$ cat src/rtl/riscv_pkg.sv
// Shared RISC-V definitions for the front end: datapath width, the canonical
// NOP encoding and the 32-bit opcode-field check.
package riscv_pkg;

    localparam int          XLEN = 32;
    localparam logic [31:0] NOP  = 32'h0000_0013;   // addi x0, x0, 0

    // Only full 32-bit encodings (low two bits 2'b11) are supported; anything
    // else is a compressed or reserved encoding.
    function automatic logic is_illegal_op(input logic [1:0] op);
        return (op != 2'b11);
    endfunction

endpackage

$ cat src/rtl/instr_predecode.sv
// Combinational predecode of a fetched instruction word. Today it only flags
// unsupported encodings; further predecode bits for decode belong here too.
module instr_predecode #(
    parameter int XLEN = riscv_pkg::XLEN
) (
    input  logic [XLEN-1:0] instruction,
    output logic            illegal
);
    import riscv_pkg::*;

    // Upper bits are reserved for future predecode outputs.
    logic unused_hi;

    // Flag encodings whose low two bits are not 2'b11.
    always_comb begin
        illegal   = is_illegal_op(instruction[1:0]);
        unused_hi = ^instruction[XLEN-1:2];
    end

endmodule

$ cat src/rtl/instr_queue.sv
// Fetch-to-decode instruction queue: a DEPTH-entry circular buffer of
// {pc, instruction, illegal} with valid/ready on both sides and a flush that
// drops everything buffered. DEPTH must be a power of two and at least 2 so
// the pointers wrap naturally.
module instr_queue #(
    parameter int              XLEN  = riscv_pkg::XLEN,
    parameter int              DEPTH = 4,
    parameter logic [XLEN-1:0] NOP   = riscv_pkg::NOP
) (
    input  logic                       clock,
    input  logic                       reset,
    input  logic                       in_valid,
    output logic                       in_ready,
    input  logic [XLEN-1:0]            in_pc,
    input  logic [XLEN-1:0]            in_instruction,
    output logic                       out_valid,
    input  logic                       out_ready,
    output logic [XLEN-1:0]            out_pc,
    output logic [XLEN-1:0]            out_instruction,
    output logic                       out_illegal,
    input  logic                       flush,
    output logic [$clog2(DEPTH+1)-1:0] count
);
    localparam int             PW   = $clog2(DEPTH);
    localparam int             CW   = $clog2(DEPTH+1);
    localparam logic [CW-1:0]  FULL = CW'(DEPTH);

    logic [XLEN-1:0] pc_mem    [DEPTH];
    logic [XLEN-1:0] instr_mem [DEPTH];
    logic            ill_mem   [DEPTH];

    logic [PW-1:0] wr_ptr;
    logic [PW-1:0] rd_ptr;
    logic          push;
    logic          pop;
    logic          in_illegal;

    instr_predecode #(
        .XLEN (XLEN)
    ) u_predecode (
        .instruction (in_instruction),
        .illegal     (in_illegal)
    );

    // Handshake qualifiers; in_ready looks only at occupancy and flush so
    // there is no path from out_ready back to fetch.
    always_comb begin
        in_ready  = reset && !flush && (count != FULL);
        out_valid = (count != '0);
        push      = in_valid && in_ready;
        pop       = out_valid && out_ready && !flush;
    end

    // Pointer and occupancy update; flush overrides any push/pop.
    always_ff @(posedge clock or negedge reset) begin
        if (!reset) begin
            wr_ptr <= '0;
            rd_ptr <= '0;
            count  <= '0;
        end else if (flush) begin
            wr_ptr <= '0;
            rd_ptr <= '0;
            count  <= '0;
        end else begin
            if (push) wr_ptr <= wr_ptr + PW'(1);
            if (pop)  rd_ptr <= rd_ptr + PW'(1);
            case ({push, pop})
                2'b10:   count <= count + CW'(1);
                2'b01:   count <= count - CW'(1);
                default: count <= count;
            endcase
        end
    end

    // Entry storage; contents are only observed while count says they are valid.
    always_ff @(posedge clock) begin
        if (push) begin
            pc_mem[wr_ptr]    <= in_pc;
            instr_mem[wr_ptr] <= in_instruction;
            ill_mem[wr_ptr]   <= in_illegal;
        end
    end

    // Head presentation; an empty queue shows a harmless NOP at PC 0.
    always_comb begin
        out_pc          = '0;
        out_instruction = NOP;
        out_illegal     = 1'b0;
        if (out_valid) begin
            out_pc          = pc_mem[rd_ptr];
            out_instruction = instr_mem[rd_ptr];
            out_illegal     = ill_mem[rd_ptr];
        end
    end

endmodule

$ cat config.mk
export PLATFORM = sky130hd
export DESIGN_NAME = instr_queue
export DESIGN_NICKNAME = d
export VERILOG_FILES = /design/src/rtl/riscv_pkg.sv /design/src/rtl/instr_predecode.sv /design/src/rtl/instr_queue.sv
export SDC_FILE = /design/constraint.sdc
export NUM_CORES = 1
export LEC_CHECK = 0
export CAP_MARGIN = 20
export CELL_PAD_IN_SITES_DETAIL_PLACEMENT = 0
export CELL_PAD_IN_SITES_GLOBAL_PLACEMENT = 2
export CORE_MARGIN = 2
export CORE_UTILIZATION = 42
export CTS_BUF_LIST = sky130_fd_sc_hd__clkbuf_8 sky130_fd_sc_hd__clkbuf_16
export DETAILED_ROUTE_END_ITERATION = 6
export GPL_ROUTABILITY_DRIVEN = 0
export MAX_ROUTING_LAYER = met4
export PLACE_DENSITY_LB_ADDON = 0.1
export SKIP_CTS_REPAIR_TIMING = 1
export SLEW_MARGIN = 20
export SYNTH_ARGS = -nofsm -noshare
export SYNTH_HDL_FRONTEND = slang
export SYNTH_SLANG_ARGS = --single-unit
$ cat constraint.sdc
create_clock -name clock -period 3.5 [get_ports clock]
set_input_delay 1.05 -clock clock [delete_from_list [all_inputs] [get_ports clock]]
set_output_delay 1.05 -clock clock [all_outputs]
set_load 0.01 [all_outputs]
==> results by group <==
Critical path
  – Most used cell along the critical path: sky130_fd_sc_hd__buf_12
  – Setup crit start kind: flop
  – Buffers plus inverters on the worst setup path: 3
  – Cell Chain, Critical Path: buf_12, buf_12, mux4_2, and2_1, clkdlybuf4s50_1
  – Data required, critical path: 2450 ps
  – Critical-path cell with the highest stage delay: sky130_fd_sc_hd__mux4_2
  – Maximum fanout count along the critical path: 7
  – Slowest cell delay on critical path: 490 ps
  – Setup slack, reg-to-reg: 810 ps
  – R2r endpoint: count[2]
  – Top delay family on crit path: buffers and inverters
  – Reg2reg start: count[1]
  – Worst path depth: 5
  – Cells on worst reg2reg path: 10
  – Category of the critical setup timing path: reg2out
  – Critical path data arrival time: 2400 ps
  – Worst setup EP type: output port

Hold path
  – Hold worst-path end: wr_ptr[1]
  – Worst Hold Class: reg2reg
  – Min-Delay Path Depth: 2
  – Worst Min Path Start: wr_ptr[1]

Global route
  – Vias in the first global route: 5,437
  – Overflow after GRT: 0
  – GRT Overall Usage: 16.0%
  – Wire length of the first global-routing pass: 30,900 um
  – Initial antenna violation count: 1
  – Pin count of the biggest net entering global routing: 41

Floorplan
  – DIE HEIGHT: 161 um
  – Die area: 0.0258 mm^2
  – Placeable core region: 0.0242 mm^2
  – Starting utilization of the core area: 42.5%
  – Die boundary width: 161 um
  – Row cnt: 57
  – Total I/O pin count: 139

Clock tree
  – Clock input transition at the sequential cells of the worst setup and hold paths: 50 ps
  – Clock latency reported for the late side of the worst-skew pair: 530 ps
  – Buffer depth of the longest clock path: 3
  – Number of buffers created by CTS: 29
  – Root cell of the clock tree: sky130_fd_sc_hd__clkbuf_16
  – Number of sinks on the clock net: 267
  – Count of H-tree levels built during CTS: 1
  – TritonCTS clock tree: yes

Placed design
  – Count of input and output buffers: 138
  – Number of placed instances, taps included: 922
  – Area of placed instances: 0.0123 mm^2
  – DP Wirelength: 11,700 um

Finish
  – Finished Cell Area: 0.0136 mm^2
  – Nets: 720
  – Most common cell after layout, fill and taps aside: sky130_fd_sc_hd__edfxtp_1
  – Layout cell share with drive strength beyond 1: 22.7%
  – Highest-count cells in the layout ignoring fill and taps: sky130_fd_sc_hd__edfxtp_1, sky130_fd_sc_hd__clkdlybuf4s50_1, sky130_fd_sc_hd__mux4_2, sky130_fd_sc_hd__and2_1, sky130_fd_sc_hd__dlymetal6s2s_1
  – Post-Layout Cell Count: 991
  – Synthesis-to-layout area growth: 31.4%
  – Core occupancy in the finished layout: 55.9%

Drt
  – Wire length per cell after detailed routing: 21.2 um
  – Count of routing violations after the opening detailed-route iteration: 220
  – Number of remaining DRC errors: 0
  – Final antenna-violating net count: 0
  – Number of vias in the routed layout: 5,042
  – Avg Vias per Cell: 5.09
  – Wire length after detailed routing: 21,000 um
  – First-pass DRT Iterations: 4

Timing
  – Final hold slack: 611 ps
  – Number of failing hold endpoints at the final stage: 0
  – Worst slew margin relative to its limit: 73.9%
  – Final worst-path cycle share: 98.7%
  – Unrepaired setup endpoints after global routing: yes
  – Number of max-slew violations in the final report: 0
  – Slew at the pin closest to its max-slew limit: 390 ps
  – Final min period: 3450 ps
  – Clock skew: 10.9 ps
  – Peak clock frequency supported by timing: 290 MHz
  – Setup violators final: 0

Synth
  – Synth Register Bits: 267
  – Library cells used by synthesis: 32
  – Dominant synthesized flop cell: sky130_fd_sc_hd__edfxtp_1
  – Synthesis warning total: 0
  – Cell count after synthesis: 463
  – Synth Area per Inst: 22.3 um^2
  – Fraction of registers with async set/reset: 2.62%
  – Syn_nets: 537
  – Number of enable flip-flop cells after synthesis: 260
  – Area of the mapped netlist: 0.0103 mm^2
  – Share of synthesized area occupied by flip-flops and latches: 77.4%

Power
  – Max IR drop VDD: 479 uV
  – Leakage power of the design: 0.00526 uW
  – Total power per unit cell area: 660 mW/mm^2

Job
  – Max cap viols: 0

Status
  – Result of the run: finished, final reports clean
## synthesized netlist by cell type (all sizes together), types with 2 or more instances
library cell | instances | area, um^2
and2 | 66 | 413
buf | 11 | 80.1
clkbuf | 12 | 45.0
dfrtp | 7 | 175
edfxtp | 260 | 7810
ha | 4 | 50.1
inv | 4 | 15.0
mux2 | 2 | 26.3
mux4 | 65 | 1460
nand2 | 3 | 11.3
nand2b | 2 | 12.5
nor2 | 6 | 30.0
nor2b | 2 | 12.5
nor3 | 2 | 21.3
nor3b | 2 | 20.0
or2 | 3 | 18.8
xor2 | 3 | 26.3
## layer usage
layer	part of all wire, %	vias to the layer above	track usage [%]
met4	1.5	0	3.86
met1	42	2639	20.3
met5	0	-	-
met3	5.3	26	3.31
met2	51	134	26.9
li1	-	2243	-
## registers in the layout (all words and copies together) (netlist names)
name,cells
instr_mem,128
pc_mem,128
ill_mem,4
count,3
rd_ptr,2
wr_ptr,2
## worst max path at each step
stage,start,to
6_report,rd_ptr[0],out_pc[4]
5_1_grt,rd_ptr[0],out_pc[4]
4_1_cts,rd_ptr[0],out_instruction[1]
3_5_place_dp,flush,count[2]
3_3_place_gp,reset,in_ready
2_1_floorplan,flush,ill_mem[0]
## cell families after synthesis
kind of cell               after synthesis  share of synthesized area, %
DFF                                    267                          77.4
and+or+nand+nor                         88                          5.35
muxes                                   68                          14.5
buffers and inverters                   27                          1.36
adders and majority gates                5                         0.679
AOI/OAI and AO/OA                        4                         0.327
xor gates and xnor gates                 4                         0.340
## area by class of cell
type | instances | area, um^2
clock inverters | 20 | 88.8
fillers | 1878 | 10700
clock buffers | 31 | 753
inverters | 4 | 15.0
multi-input cells | 169 | 2200
diodes | 1 | 2.50
repair buffers | 175 | 2090
flip-flops and latches | 267 | 7990
well taps | 324 | 405
## stage by stage
| stage | power, uW | setup TNS (ps) | setup WS (ps) |
|---|---|---|---|
| 2_1_floorplan | 4970 | 0 | 36.7 |
| 3_3_place_gp | 6270 | 0 | 172 |
| 3_5_place_dp | 6280 | 0 | 98.6 |
| 4_1_cts | 8970 | -4660 | -146 |
| 5_1_grt | 9380 | -11.3 | -4.69 |
| 6_report | 8940 | 0 | 46.5 |
## tightest hold or removal path, stage by stage, from the launching register on
cell	delay, ps
sky130_fd_sc_hd__dfrtp_1	410
sky130_fd_sc_hd__o21ai_0	90
sky130_fd_sc_hd__a21oi_1	70
## power breakdown
group	leakage (uW)	switching, uW	internal (uW)
clock network	0.000449	1130	1530
registers	0.00244	55.8	3600
logic	0.00237	1160	1470
No activity file was read; power rests on OpenSTA's default activity.
